$ cat src/rtl/pipelined_adder_sub_if.sv
// Operand/result handshake bundle for pipelined_adder_sub.
// ovf_o exists only when PIPELINED_ADDER_OVF_EN is defined.
interface pipelined_adder_sub_if #(
  parameter int WIDTH = 32
);
  logic             valid_i;
  logic             ready_o;
  logic [WIDTH-1:0] a_i;
  logic [WIDTH-1:0] b_i;
  logic             cin_i;
  logic             sub_i;
  logic             valid_o;
  logic             ready_i;
  logic [WIDTH-1:0] s_o;
  logic             cout_o;
`ifdef PIPELINED_ADDER_OVF_EN
  logic             ovf_o;
`endif

  modport slave (
    input  valid_i, a_i, b_i, cin_i, sub_i, ready_i,
    output ready_o, valid_o, s_o, cout_o
`ifdef PIPELINED_ADDER_OVF_EN
    , output ovf_o
`endif
  );

  modport master (
    output valid_i, a_i, b_i, cin_i, sub_i, ready_i,
    input  ready_o, valid_o, s_o, cout_o
`ifdef PIPELINED_ADDER_OVF_EN
    , input ovf_o
`endif
  );
endinterface

$ cat src/rtl/pipelined_adder_sub.sv
// Pipelined WIDTH-bit add/subtract, CHUNK bits per stage, global-stall valid/ready.
// Define PIPELINED_ADDER_OVF_EN to add the signed-overflow output ovf_o.
module pipelined_adder_sub #(
  parameter int WIDTH = 32,
  parameter int CHUNK = 8
) (
  input  logic                 clk_i,
  input  logic                 rst_ni,
  pipelined_adder_sub_if.slave bus
);
  localparam int STAGES = WIDTH / CHUNK;
  localparam int LAST   = STAGES - 1;

  if (CHUNK < 1 || WIDTH < CHUNK || (WIDTH % CHUNK) != 0) begin : g_param_check
    $error("pipelined_adder_sub: WIDTH must be a non-zero multiple of CHUNK");
  end

  logic [STAGES-1:0]            v_q, v_d, c_q, c_d;
  logic [STAGES-1:0][WIDTH-1:0] a_q, a_d, b_q, b_d, s_q, s_d;
  logic [STAGES-1:0]            src_v, src_c;
  logic [STAGES-1:0][WIDTH-1:0] src_a, src_b, src_s;
  logic [CHUNK:0]               chunk_sum;
  logic                         pipe_en;
`ifdef PIPELINED_ADDER_OVF_EN
  logic                         ovf_q, ovf_d;
`endif

  always_comb begin
    pipe_en   = ~v_q[LAST] | bus.ready_i;
    chunk_sum = '0;
    src_v     = '0;
    src_c     = '0;
    src_a     = '0;
    src_b     = '0;
    src_s     = '0;
    v_d       = '0;
    c_d       = '0;
    a_d       = '0;
    b_d       = '0;
    s_d       = '0;

    // Stage 0 sources come straight from the port with B and carry already made effective.
    src_v[0] = bus.valid_i;
    src_a[0] = bus.a_i;
    src_b[0] = bus.sub_i ? ~bus.b_i : bus.b_i;
    src_c[0] = bus.sub_i | bus.cin_i;
    src_s[0] = '0;
    for (int k = 1; k < STAGES; k++) begin
      src_v[k] = v_q[k-1];
      src_a[k] = a_q[k-1];
      src_b[k] = b_q[k-1];
      src_c[k] = c_q[k-1];
      src_s[k] = s_q[k-1];
    end

    for (int k = 0; k < STAGES; k++) begin
      chunk_sum = {1'b0, src_a[k][k*CHUNK +: CHUNK]}
                + {1'b0, src_b[k][k*CHUNK +: CHUNK]}
                + {{CHUNK{1'b0}}, src_c[k]};
      v_d[k] = src_v[k];
      a_d[k] = src_a[k];
      b_d[k] = src_b[k];
      c_d[k] = chunk_sum[CHUNK];
      s_d[k] = src_s[k];
      s_d[k][k*CHUNK +: CHUNK] = chunk_sum[CHUNK-1:0];
    end

`ifdef PIPELINED_ADDER_OVF_EN
    // Carry into the MSB recovered from its sum bit, compared with the carry out.
    ovf_d = (src_a[LAST][WIDTH-1] ^ src_b[LAST][WIDTH-1] ^ s_d[LAST][WIDTH-1]) ^ c_d[LAST];
`endif
  end

  always_ff @(posedge clk_i or negedge rst_ni) begin
    if (!rst_ni) begin
      v_q <= '0;
      c_q <= '0;
      a_q <= '0;
      b_q <= '0;
      s_q <= '0;
`ifdef PIPELINED_ADDER_OVF_EN
      ovf_q <= 1'b0;
`endif
    end else if (pipe_en) begin
      v_q <= v_d;
      c_q <= c_d;
      a_q <= a_d;
      b_q <= b_d;
      s_q <= s_d;
`ifdef PIPELINED_ADDER_OVF_EN
      ovf_q <= ovf_d;
`endif
    end
  end

  assign bus.ready_o = pipe_en;
  assign bus.valid_o = v_q[LAST];
  assign bus.s_o     = s_q[LAST];
  assign bus.cout_o  = c_q[LAST];
`ifdef PIPELINED_ADDER_OVF_EN
  assign bus.ovf_o   = ovf_q;
`endif

  // Operand chunks already consumed, and the final stage's operand copy, are never read.
  logic unused_bits;
  assign unused_bits = ^{a_q, b_q};
endmodule

$ cat src/flat_wrapper.sv
// flat-port wrapper written by rule: the top's interface ports become plain ports
module pipelined_adder_sub_flat 
#(
  parameter int WIDTH = 32,
  parameter int CHUNK = 8
)
  (clk_i, rst_ni, bus_valid_i, bus_a_i, bus_b_i, bus_cin_i, bus_sub_i, bus_ready_i, bus_ready_o, bus_valid_o, bus_s_o, bus_cout_o);
  pipelined_adder_sub_if #(.WIDTH(WIDTH)) bus_i ();
  input  logic clk_i;
  input  logic rst_ni;
  input wire logic [$bits(bus_i.valid_i)-1:0] bus_valid_i;
  input wire logic [$bits(bus_i.a_i)-1:0] bus_a_i;
  input wire logic [$bits(bus_i.b_i)-1:0] bus_b_i;
  input wire logic [$bits(bus_i.cin_i)-1:0] bus_cin_i;
  input wire logic [$bits(bus_i.sub_i)-1:0] bus_sub_i;
  input wire logic [$bits(bus_i.ready_i)-1:0] bus_ready_i;
  output wire logic [$bits(bus_i.ready_o)-1:0] bus_ready_o;
  output wire logic [$bits(bus_i.valid_o)-1:0] bus_valid_o;
  output wire logic [$bits(bus_i.s_o)-1:0] bus_s_o;
  output wire logic [$bits(bus_i.cout_o)-1:0] bus_cout_o;
  assign bus_i.valid_i = bus_valid_i;
  assign bus_i.a_i = bus_a_i;
  assign bus_i.b_i = bus_b_i;
  assign bus_i.cin_i = bus_cin_i;
  assign bus_i.sub_i = bus_sub_i;
  assign bus_i.ready_i = bus_ready_i;
  assign bus_ready_o = bus_i.ready_o;
  assign bus_valid_o = bus_i.valid_o;
  assign bus_s_o = bus_i.s_o;
  assign bus_cout_o = bus_i.cout_o;
  pipelined_adder_sub #(.WIDTH(WIDTH), .CHUNK(CHUNK)) u_core (.clk_i(clk_i), .rst_ni(rst_ni), .bus(bus_i));
endmodule
$ cat config.mk
export PLATFORM = sky130hd
export DESIGN_NAME = pipelined_adder_sub_flat
export DESIGN_NICKNAME = d
export VERILOG_FILES = /design/src/rtl/pipelined_adder_sub_if.sv /design/src/rtl/pipelined_adder_sub.sv /design/src/flat_wrapper.sv
export SDC_FILE = /design/constraint.sdc
export NUM_CORES = 1
export LEC_CHECK = 0
export BUFFER_PORTS_ARGS = -buffer_cell sky130_fd_sc_hd__buf_2
export CORE_UTILIZATION = 52
export DETAILED_ROUTE_END_ITERATION = 10
export PLACE_DENSITY = 0.85
export SLEW_MARGIN = 20
export SYNTH_ARGS = -nofsm -noshare
export SYNTH_HDL_FRONTEND = slang
export SYNTH_SLANG_ARGS = --single-unit
$ cat constraint.sdc
create_clock -name clk_i -period 1.93 [get_ports clk_i]
set_input_delay 0.193 -clock clk_i [delete_from_list [all_inputs] [get_ports clk_i]]
set_output_delay 0.193 -clock clk_i [all_outputs]
set_load 0.05 [all_outputs]
# ---- Word-level counts from Yosys, hierarchy flattened
# Cells that the tools add are included.
# W data, S select, Z words.
dict set report totals {
  output_inout_bits 35
  inputBits 70
  word_cells 25
  reg_bits 280
}
dict set report classes {
  bitwise_logic 4
  mux 1
  n_addsub 8
}
# operator n
set ops {}
lappend ops {{$add A8 B8 Y9} 4}
lappend ops {{$add A9 B1 Y9} 4}
lappend ops {{$mux W32} 1}
lappend ops {{$not A32 Y32} 1}
lappend ops {{$or A1 B1 Y1} 2}
lappend ops {{$not A1 Y1} 1}

# ---- Longest topological paths before layout
# Gate-level depths: netlist of the first run.
dict set report depth {
  depth_word 4
  depth_mapped 11
  depth_no_buf 9
}

# ---- Worst setup path before layout of the first run
# Ideal clock, no wire load.
dict set report synth_timing {
  path_kind {input to register}
  start {input bus_sub_i}
  end {register u_core.s_q, in the netlist u_core.s_d[38]}
  required_time_ns 1.866
  slack_ns -0.599
  path_buffers 2
  setup_time_ns 0.064
  arrival_ns 2.465
  path_stages 11
  cell_sequence {clkbuf_1 buf_2 or2_2 fa_1 inv_1 fa_1 nor2b_4 o31a_1 o311a_1 a211oi_1 a21o_1}
}
dict set report synth_via {
  elab_chain_len 3
  elab_cells_between_ends 4
  classes_between {add/sub (2); mux (1); bitwise (1)}
}
# element line
set synth_rtl {}
lappend synth_rtl {{from (decl)} flat_wrapper.sv:15} ;# input wire logic [$bits(bus_i.sub_i)-1:0] bus_sub_i;
lappend synth_rtl {{$mux W32} pipelined_adder_sub.sv:45} ;# src_b[0] = bus.sub_i ? ~bus.b_i : bus.b_i;
lappend synth_rtl {{$add A8 B8 Y9} pipelined_adder_sub.sv:58} ;# + {1'b0, src_b[k][k*CHUNK +: CHUNK]}
lappend synth_rtl {{$add A9 B1 Y9 *} pipelined_adder_sub.sv:59} ;# + {{CHUNK{1'b0}}, src_c[k]};
lappend synth_rtl {{to (signal assigned)} pipelined_adder_sub.sv:80} ;# s_q <= '0;
lappend synth_rtl {{to (signal assigned)} pipelined_adder_sub.sv:89} ;# s_q <= s_d;
lappend synth_rtl {{to (decl)} pipelined_adder_sub.sv:19} ;# logic [STAGES-1:0][WIDTH-1:0] a_q, a_d, b_q, b_d, s_q, s_d;
# Mark *: on every way between the ends. The rest lies on a longest branch, timed or not.
# A chain may end at the register's enable or synchronous reset.

# ---- Worst setup path after layout of the first run
dict set report layout_timing {
  start {register u_core.b_q, in the netlist u_core.b_d[40]}
  end {register u_core.s_q, in the netlist u_core.s_d[78]}
}
dict set report layout_via {
  elab_chain_len 2
}
# element line
set layout_rtl {}
lappend layout_rtl {{from (decl)} pipelined_adder_sub.sv:19}
lappend layout_rtl {{from (signal assigned)} pipelined_adder_sub.sv:79} ;# b_q <= '0;
lappend layout_rtl {{from (signal assigned)} pipelined_adder_sub.sv:88} ;# b_q <= b_d;
lappend layout_rtl {{$add A8 B8 Y9} pipelined_adder_sub.sv:58}
lappend layout_rtl {{$add A9 B1 Y9} pipelined_adder_sub.sv:59}
# Every way passes these cells.

==> results.md, run 1 <==
* Peak VDD IR at 851.1 µV
* Post-Synthesis Cells at 908
* Dpl cell area at 0.009218 mm²
* Total power at 17650 µW
* Synth Cell Area at 0.008262 mm²
* Setup TNS at -1133 ps
* Clock skew at 10.41 ps
* Crit share post-route at 109.9%
* Initial core utilization at 53.75%
* Total CTS buffers at 17
* Vias in the first global route at 6445
* Leakage at 0.005195 µW
* CTS H-Tree Depth at 4
* Pin count of the biggest net entering global routing at 154
* Detailed Place HPWL at 11.06 mm
* Final Setup Violations at 11
* Final instance area at 0.01019 mm²
* Worst-Skew Late Latency at 430 ps
* FF+latch area at 0.004604 mm²
* Fillers at 1158
* Synth warnings at 0
* Die height at 128.0 µm
* Post-synth top area share at 55.73%
* Yosys reg bits at 184
* Initial antenna violation count at 0
* Final hold vios at 0
* Max_slew headroom at 61.06%
* Asr flop ratio synth at 100.0%
* Clock-pin slew on the worst setup and hold paths at 70 ps
* GRT Total Usage at 23.07%
* Max_cap viols at 0
* Main flop type after synthesis: dfrtp_1
* Syn_nets at 1014
* Ranking of synthesized cells by area: dfrtp_1, nand2_1, ha_1
* Result of the run: finished with violations
* TritonCTS clock tree: built
* Post-DR vias/cell at 5.097
* Most common cell in the synthesized netlist: nand2_1
* Cell total after placement at 1210
* Critical path peak fanout at 2
* Syn Area/Cell at 9.099 µm²
* Longest Clk Path Bufs at 2
* PwrDens at 1732 mW/mm²
* Area growth, synth to finish at 23.35%
* Die area at 0.01640 mm²
* Fin cells at 1276
* CP Data Required Time at 2300 ps
* GP Congestion at 0.8409
* Commonest cells in the netlist: nand2_1, dfrtp_1, o21ai_0
* Antenna Cells at 0
* Layout cell share with drive strength beyond 1 at 19.53%
* Worst-Margin Slew at 584.1 ps
* Sequential area share after synthesis at 55.73%
* Failing checks: setup timing
* Unrepaired setup endpoints after global routing: true
* # IOs at 105
* Remaining DRCs at 0
* Setup crit start kind: register
* Multi-input logic area at 0.003565 mm²
* Clock Tree Root: clkbuf_16
* Max Fclk at 471.4 MHz
* Hold_ws at 40.68 ps
* Slack of the critical path at -191.5 ps
* Period minus WS final at 2122 ps
* Yosys cell types at 29
* PortBufs at 104
* Via count at 6504
* Pre-antenna DRT Iters at 5
* Final net count at 1158
* Worst Path Arrival at 2490 ps
* WS Path Type: register to register
* Slew Viols, Final at 0
* Rows at 45
* DRT iter0 DRCs at 477
* CTS sink cnt at 184
* Min-Delay Path Class: primary input to register
* Avg WL per Cell at 13.82 µm
* Critical Path End Type: register
* First-pass GRT wire length at 29.81 mm
* Die Wd at 128.0 µm
* Number of synthesized flops with an enable pin at 0
* GR Overflow Total at 0
* Detailed-route wire length at 17.63 mm
* Core box area at 0.01537 mm²
* Cell accounting for the most synthesized area: dfrtp_1
* Post-DRT Antenna Nets at 0
==> where the power goes <==
part,internal (µW),switching (µW)
logic,2870,4890
clock network,1800,1530
registers,5580,976
==> timing repair <==
| item | CTS | global route |
|---|---|---|
| hold buffers | 26 | 0 |
| gates cloned | 0 | 0 |
| endpoints found under the setup margin | 14 | 17 |
| buffers inserted | 4 | 4 |
| pin swaps | 11 | 22 |
| resized for setup | 9 | 14 |
| hold endpoints to repair | 82 | 0 |
==> worst max-delay path, stage by stage, from the launching register on <==
cell      delay, ps
dfrtp_1         400
fa_2            410
inv_2            70
fa_2            230
nor2b_4          50
o31a_1          240
o311a_1         340
a211oi_2        210
a21o_1          110
==> area by class of cell <==
class,instances,area share [%]
Clock inverter,15,1.351
Tap cell,211,2.591
Sequential cell,184,45.18
Timing Repair Buffer,169,11.27
Multi-Input combinational cell,669,34.98
Clock buffer,17,4.174
Inverter,11,0.4543
==> routing by layer <==
layer / part of all wire [%] / vias up / track usage, %
met5: 0 / - / 0
met2: 50 / 151 / 38.71
li1: - / 3187 / -
met4: 1.1 / 0 / 7.336
met1: 45 / 3144 / 30.34
met3: 3.8 / 22 / 4.466
==> sequential cells by signal, summed over array words and instances, names as in the netlist <==
register,count
u_core.a_d,48
u_core.b_d,48
u_core.bus.s_o,32
u_core.c_q,4
u_core.s_d,48
u_core.v_q,4
==> path summary, 6_finish.rpt <==
path | from | endpoint | slack [ps] | depth (start not counted)
setup / recovery | u_core.b_d[40] | u_core.s_d[78] | -190 | 8
hold / removal | bus_b_i[17] | u_core.b_d[49] | 40 | 3
setup reg to reg | u_core.b_d[40] | u_core.s_d[78] | -190 | 8
hold reg to reg | u_core.bus.s_o[9] | u_core.bus.s_o[9] | 460 | 2
max in group asynchronous | rst_ni | u_core.bus.s_o[3] | 1000 | 3
min in group asynchronous | rst_ni | u_core.a_d[63] | 320 | 2
==> cell usage in the layout (no fill, tap or decap), drive strengths merged, types with 3 or more instances in the layout <==
| cell type | count |
|---|---|
| xnor2 | 25 |
| nor3 | 10 |
| nor2 | 14 |
| o21bai | 4 |
| clkinvlp | 3 |
| inv | 19 |
| nand2b | 3 |
| or2 | 3 |
| nand2 | 431 |
| dlygate4sd3 | 26 |
| a21o | 8 |
| a21oi | 14 |
| a211oi | 12 |
| clkbuf | 18 |
| xor2 | 21 |
| dfrtp | 184 |
| buf | 142 |
| or3 | 4 |
| clkinv | 3 |
| a31oi | 4 |
| o211ai | 4 |
| o21ai | 63 |
| fa | 8 |
| nor2b | 5 |
| ha | 28 |
==> cells by family after synthesis <==
family,after synthesis,share of synthesized area [%]
flip-flops,184,55.73
adder cells (fa/ha/maj),36,6.179
AO/OA/AOI/OAI,117,8.360
AND/OR/NAND/NOR,470,22.14
XOR/XNOR,46,4.877
buffers and inverters,55,2.711
==> through the flow <==
stage / setup slack, ps / util (%)
2_1_floorplan: -366.3 / -
3_3_place_gp: -280.2 / 59.97
3_5_place_dp: -324.2 / 59.97
4_1_cts: -257.1 / 65.76
5_1_grt: -263.9 / 66.30
6_report: -191.5 / 66.30
Power figures use the tool's default switching activity.
==> inputs of run 2 (changes only) <==
--- a/config.mk
+++ b/config.mk
@@ -5,10 +5,11 @@
 export SDC_FILE = /design/constraint.sdc
 export NUM_CORES = 1
 export LEC_CHECK = 0
+export ABC_AREA = 1
 export BUFFER_PORTS_ARGS = -buffer_cell sky130_fd_sc_hd__buf_2
-export CORE_UTILIZATION = 52
+export CORE_UTILIZATION = 53
 export DETAILED_ROUTE_END_ITERATION = 10
-export PLACE_DENSITY = 0.85
+export PLACE_DENSITY = 0.86
 export SLEW_MARGIN = 20
 export SYNTH_ARGS = -nofsm -noshare
 export SYNTH_HDL_FRONTEND = slang
==> constraint.sdc (replaced) <==
create_clock -name clk_i -period 1.93 [get_ports clk_i]
set_input_delay 0.193 -clock clk_i [delete_from_list [all_inputs] [get_ports clk_i]]
set_output_delay 0.193 -clock clk_i [all_outputs]
set_load 0.02 [all_outputs]
==> run 2 against run 1 <==
Net effect:
- the run now ends clean
- die area grew 1.7%
- global-route usage is 0.40 points higher
- routed wire length rose by 2.3%
- worst setup slack improved by 280 ps
- combinational power shrank 16%
- flip-flop and latch count is the same
- critical path depth shrank 2
- critical path type unchanged
- largest power group is now sequential cells
- highest routed layer unchanged
==> results.md, run 2 <==
* Post-DRT Antenna Nets at 0 (unchanged)
* Cell total after placement at 1273 (+5.2%)
* Worst path cell trace: fa_2 > fa_2 > nand2_2 > nand3_2 > a21oi_1 > o22ai_2
* Clock Tree Root: clkbuf_16
* PwrDens at 1664 mW/mm² (-3.9%)
* Peak VDD IR at 1208 µV (+42%)
* Critical Path End Type: register
* Max_cap viols at 0 (unchanged)
* CP max stage cell: fa_2
* Synth warnings at 0 (unchanged)
* PortBufs at 104 (unchanged)
* Avg WL per Cell at 13.59 µm (-1.6%)
* Final hold vios at 0 (unchanged)
* GRT Total Usage at 23.47% (+0.40 points)
* Pin count of the biggest net entering global routing at 92 (-40%)
* Detailed Place HPWL at 11.83 mm (+7.0%)
* Slowest cell delay on critical path at 420 ps (about the same)
* Setup crit start kind: register
* Min-Delay Path Class: primary input to register
* Core box area at 0.01583 mm² (+3.0%)
* Post-DR vias/cell at 5.066 (-0.62%)
* Result of the run: finished, final reports clean
* Rows at 46 (+2.2%)
* Max Fclk at 541.9 MHz (+15%)
* Crit share post-route at 95.61% (-14 points)
* Post-synth top area share at 53.75% (-2.0 points)
* Max_slew headroom at 75.04% (+14 points)
* TritonCTS clock tree: built
* Most common cell on crit path: fa_2
* Commonest cells in the netlist: nand2_1, dfrtp_1, o21ai_0
* Syn Area/Cell at 8.706 µm² (-4.3%)
* Total CTS buffers at 17 (unchanged)
* Pre-antenna DRT Iters at 7 (+2)
* Initial antenna violation count at 0 (unchanged)
* Cell accounting for the most synthesized area: dfrtp_1
* Main flop type after synthesis: dfrtp_1
* Detailed-route wire length at 18.04 mm (+2.3%)
* Leakage at 0.005305 µW (+2.1%)
* Slew Viols, Final at 0 (unchanged)
* Die Wd at 129.1 µm (+0.86%)
* Die area at 0.01668 mm² (+1.7%)
* Clock-pin slew on the worst setup and hold paths at 70 ps (about the same)
* Most frequent cells in the layout: nand2_1, dfrtp_1, buf_2
* Worst path bufs/invs at 0 (-1)
* Yosys cell types at 25 (-14%)
* Worst-Skew Late Latency at 430 ps (about the same)
* Layout cell share with drive strength beyond 1 at 15.30% (-4.2 points)
* Antenna Cells at 0 (unchanged)
* CTS sink cnt at 184 (unchanged)
* Sequential area share after synthesis at 53.75% (-2.0 points)
* Post-CTS setup buffer count at 0 (-4)
* Yosys reg bits at 184 (unchanged)
* Slack of the critical path at 84.68 ps (+276.2 ps)
* Worst-Margin Slew at 374.4 ps (-209.8 ps)
* Remaining DRCs at 0 (unchanged)
* CP Data Required Time at 2230 ps (-70 ps)
* Most common cell after layout, fill and taps aside: nand2_1
* Longest Clk Path Bufs at 2 (unchanged)
* Via count at 6722 (+3.4%)
* Initial core utilization at 54.13% (+0.38 points)
* Ranking of synthesized cells by area: dfrtp_1, nand2_1, o21ai_0
* Period minus WS final at 1845 ps (-276.2 ps)
* DRT iter0 DRCs at 440 (-7.8%)
* Number of synthesized flops with an enable pin at 0 (unchanged)
* First-pass GRT wire length at 30.48 mm (+2.2%)
* Worst Path Arrival at 2140 ps (-350 ps)
* Die height at 129.1 µm (+0.86%)
* Final net count at 1204 (+4.0%)
* Syn_nets at 1090 (+7.5%)
* Synth Cell Area at 0.008567 mm² (+3.7%)
* GP Congestion at 0.8767 (+4.3%)
* Crit path max-delay family: adder cells
* Asr flop ratio synth at 100.0% (unchanged)
* Critical path peak fanout at 3 (+1)
* Clock skew at 6.487 ps (-3.927 ps)
* Most common cell in the synthesized netlist: nand2_1
* Fin cells at 1327 (+4.0%)
* Pre-CTS WS at -33.22 ps (+291.0 ps)
* Area growth, synth to finish at 18.90%
* CTS H-Tree Depth at 4 (unchanged)
* Post-Synthesis Cells at 984 (+8.4%)
* GR Overflow Total at 0 (unchanged)
* Final Setup Violations at 0 (-11)
* Vias in the first global route at 6423 (-0.34%)
* # IOs at 105 (unchanged)
* WS Path Type: register to register
-- run 2: cell count changes in the layout (fill, tap and decap cells not counted), moves of 8 or more --
cell / previous run / this run
nor3_1: 10 / 0
a21o_1: 8 / 0
a21oi_1: 8 / 17
inv_1: 8 / 84
buf_4: 33 / 6
o21ai_0: 55 / 92
nand3_1: 0 / 34
nand2_1: 431 / 390
xor2_1: 21 / 7
o21ai_1: 7 / 21
-- run 2: area by class of cell --
type | instances | area (µm²)
clock buffers | 17 | 425.4
clock inverters | 15 | 241.5
fillers | 1197 | 5642
inverters | 85 | 321.6
multi-input cells | 671 | 3391
flip-flops and latches | 184 | 4604
well taps | 216 | 270.3
repair buffers | 139 | 932.1
-- run 2: worst register-to-register path: stages (launching register included) --
cell,delay [ps]
dfrtp_1,400
fa_2,420
fa_2,360
nand2_2,80
nand3_2,100
a21oi_1,230
o22ai_2,120
-- run 2: path summary, 6_finish.rpt --
check | to | slack (ps) | start | cells after the start
min reg2reg | u_core.s_d[65] | 470 | u_core.s_d[33] | 2
min | u_core.a_d[50] | 10 | bus_a_i[18] | 3
max | u_core.s_d[116] | 80 | u_core.b_d[80] | 6
min in group asynchronous | u_core.bus.s_o[27] | 240 | rst_ni | 2
max reg2reg | u_core.s_d[116] | 80 | u_core.b_d[80] | 6
max in group asynchronous | u_core.bus.s_o[4] | 1070 | rst_ni | 3
-- run 2: through the flow --
step | setup TNS (ps) | utilization (%) | hold slack (ps) | power, µW | instance area (µm²)
2_1_floorplan | 0 | - | -102.6 | 11050 | 8573
3_3_place_gp | 0 | 58.55 | 125.4 | 12450 | 9266
3_5_place_dp | -94.75 | 58.55 | 124.3 | 12800 | 9266
4_1_cts | 0 | 64.18 | 1.531 | 16910 | 10160
5_1_grt | -8.653 | 64.36 | 0.04505 | 18320 | 10190
6_report | 0 | 64.36 | 10.16 | 16950 | 10190
-- run 2: kinds of logic after synthesis --
kind of cell / after synthesis / synth area share [%]
DFF: 184 / 53.75
AOI/OAI and AO/OA: 135 / 8.194
adders and majority gates: 36 / 5.959
xor gates and xnor gates: 32 / 3.272
and+or+nand+nor: 468 / 21.69
buffers and inverters: 129 / 7.142
-- run 2: power by group --
part	switching, µW	leakage (µW)	internal, µW
registers	973	0.00222	5570
clock network	1550	0.000325	2340
logic	4150	0.00276	2370
total	6670	0.00530	10300
-- run 2: what timing repair did --
action | 4_1_cts | 5_1_grt
endpoints found under the setup margin | 4 | 7
gates resized for setup | 2 | 8
hold buffers | 22 | 0
hold endpoints to repair | 54 | 0
-- run 2: per-layer routing --
| metal | track usage [%] | vias up | share of wire (%) |
|---|---|---|---|
| met5 | 0 | - | 0 |
| met4 | 7.958 | 0 | 1.4 |
| met3 | 4.707 | 26 | 3.9 |
| met2 | 37.29 | 180 | 48 |
| met1 | 32.40 | 3201 | 47 |
| li1 | - | 3315 | - |
==> inputs of run 3 (changes only) <==
--- a/config.mk
+++ b/config.mk
@@ -10,6 +10,7 @@
 export CORE_UTILIZATION = 53
 export DETAILED_ROUTE_END_ITERATION = 10
 export PLACE_DENSITY = 0.86
+export REMOVE_ABC_BUFFERS = 1
 export SLEW_MARGIN = 20
 export SYNTH_ARGS = -nofsm -noshare
 export SYNTH_HDL_FRONTEND = slang
==> run 3 against run 2 <==
Net effect:
- die area unchanged
- fmax up 2.2%
- sequential power decreased by 1%
- critical path depth up 2
- largest cell class unchanged
- largest power group unchanged
==> results.md, run 3 (synthesized netlist as in run 2, its figures left out) <==
* Result of the run: finished, final reports clean
* CP max stage cell: fa_2
* Worst path bufs/invs at 0 (unchanged)
* Die Wd at 129.1 µm (unchanged)
* Total CTS buffers at 17 (unchanged)
* Pre-CTS WS at -47.01 ps (-13.79 ps)
* Worst-Margin Slew at 466.3 ps (+91.93 ps)
* Multi-input logic area at 0.003396 mm² (+0.15%)
* Area growth, synth to finish at 19.26%
* Initial core utilization at 54.13% (unchanged)
* Setup crit start kind: register
* Max Fclk at 553.6 MHz (+2.2%)
* Most frequent cells in the layout: nand2_1, dfrtp_1, buf_2
* DRT iter0 DRCs at 481 (+9.3%)
* Critical path peak fanout at 3 (unchanged)
* Die area at 0.01668 mm² (unchanged)
* Avg WL per Cell at 12.52 µm (-7.9%)
* GR Overflow Total at 0 (unchanged)
* GP Congestion at 0.8274 (-5.6%)
* Worst-Skew Late Latency at 430 ps (about the same)
* Slowest cell delay on critical path at 410 ps (about the same)
* Dpl cell area at 0.009294 mm² (+0.30%)
* # IOs at 105 (unchanged)
* PwrDens at 1609 mW/mm² (-3.3%)
* CTS H-Tree Depth at 4 (unchanged)
* FF+latch area at 0.004604 mm² (unchanged)
* Crit path max-delay family: adder cells
* Leakage at 0.005309 µW (about the same)
* Critical Path End Type: register
* Worst Path Arrival at 2120 ps (-20 ps)
* Antenna Cells at 0 (unchanged)
* CP Data Required Time at 2240 ps (about the same)
* Slack of the critical path at 123.5 ps (+38.87 ps)
* TritonCTS clock tree: built
* Pin count of the biggest net entering global routing at 97 (+5.4%)
* Pre-antenna DRT Iters at 7 (unchanged)
* GRT Total Usage at 21.65% (-1.8 points)
* Initial antenna violation count at 0 (unchanged)
* Period minus WS final at 1806 ps (-38.87 ps)
* Longest Clk Path Bufs at 2 (unchanged)
* CTS sink cnt at 184 (unchanged)
* Remaining DRCs at 0 (unchanged)
* Detailed Place HPWL at 11.02 mm (-6.8%)
* Unrepaired setup endpoints after global routing: false
* Most common cell after layout, fill and taps aside: nand2_1
* WS Path Type: register to register
* Vias in the first global route at 6447 (+0.37%)
* Final net count at 1216 (+1.0%)
* Post-DR vias/cell at 4.870 (-3.9%)
* Detailed-route wire length at 16.76 mm (-7.1%)
* Max_cap viols at 0 (unchanged)
* Finished Core Util at 64.55% (+0.20 points)
* Max_slew headroom at 68.91% (-6.1 points)
* Worst path cell trace: fa_2 > fa_2 > nand2_1 > nand3_2 > nand3_2 > nor2_1 > o21ai_0 > nand2_1
* Die height at 129.1 µm (unchanged)
* Rows at 46 (unchanged)
* Clock skew at 10.66 ps (+4.168 ps)
* Crit share post-route at 93.60% (-2.0 points)
* Final Setup Violations at 0 (unchanged)
* Clock-pin slew on the worst setup and hold paths at 60 ps (about the same)
* Layout cell share with drive strength beyond 1 at 15.78% (+0.47 points)
* Clock Tree Root: clkbuf_16
* First-pass GRT wire length at 28.50 mm (-6.5%)
* Via count at 6516 (-3.1%)
* PortBufs at 104 (unchanged)
* Slew Viols, Final at 0 (unchanged)
* Peak VDD IR at 698.6 µV (-42%)
* Min-Delay Path Class: primary input to register
* Core box area at 0.01583 mm² (unchanged)
* Final instance area at 0.01022 mm² (+0.31%)
* Post-DRT Antenna Nets at 0 (unchanged)
* Fillers at 1258 (+5.1%)
* Final hold vios at 0 (unchanged)
==> run 3: changes by cell type in the layout (fill, tap and decap cells not counted), sizes merged, moves of 3 or more <==
cell	before	now
clkinv	4	0
inv	90	87
clkbuf	17	22
buf	117	125
dlygate4sd3	22	25
clkinvlp	1	4
==> run 3: stage by stage <==
stage	hold slack, ps	total power [µW]	cells	setup TNS (ps)
2_1_floorplan	-102.6	10890	940	-679880
3_3_place_gp	186.0	12310	1280	0
3_5_place_dp	193.2	12640	1280	-93.20
4_1_cts	8.214	16450	1336	0
5_1_grt	44.12	17830	1338	0
6_report	30.42	16440	1338	0
==> run 3: area by class of cell <==
cell class | instances | area share, %
clock buffers | 21 | 4.409
inverters | 85 | 3.147
clock inverters | 10 | 1.641
flip-flops and latches | 184 | 45.06
repair buffers | 151 | 9.858
well taps | 216 | 2.645
multi-input cells | 671 | 33.24
==> run 3: worst reg2reg max path, delay by kind of cell, from the launching register on <==
| kind | cells | cell delay (ps) |
|---|---|---|
| AO/OA/AOI/OAI | 1 | 130 |
| AND/OR/NAND/NOR | 5 | 390 |
| adder cells (fa/ha/maj) | 2 | 770 |
| flip-flops | 1 | 400 |
==> run 3: timing repair <==
item	in CTS	in global routing
resized for setup	2	11
pin swaps	0	2
gates cloned	0	0
hold buffers	25	0
endpoints found under the setup margin	3	8
hold endpoints to repair	72	0
setup buffers	0	2
==> run 3: worst paths after layout <==
check	start	to	slack, ps	depth (start not counted)
min reg2reg	u_core.b_d[49]	u_core.b_d[81]	460	2
max reg2reg	u_core.b_d[80]	u_core.c_q[2]	120	8
max in group asynchronous	rst_ni	u_core.bus.s_o[7]	980	3
max	u_core.b_d[80]	u_core.c_q[2]	120	8
min	bus_a_i[17]	u_core.a_d[49]	30	3
min in group asynchronous	rst_ni	u_core.a_d[127]	290	2
==> run 3: metal layers <==
metal  up-vias  global-route usage (%)  wire [µm]
met5         -                       0          0
met2       139                   37.92       8460
met1      3026                   26.74       7519
li1       3328                       -          -
met3        23                   3.344        490
met4         0                   9.066        288
==> run 3: report_power, final <==
| group | leakage, µW | switching, µW | internal (µW) |
|---|---|---|---|
| sequential | 0.00222 | 898 | 5570 |
| combinational | 0.00280 | 3940 | 2390 |
| clock | 0.000286 | 1440 | 2200 |
| total | 0.00531 | 6270 | 10200 |
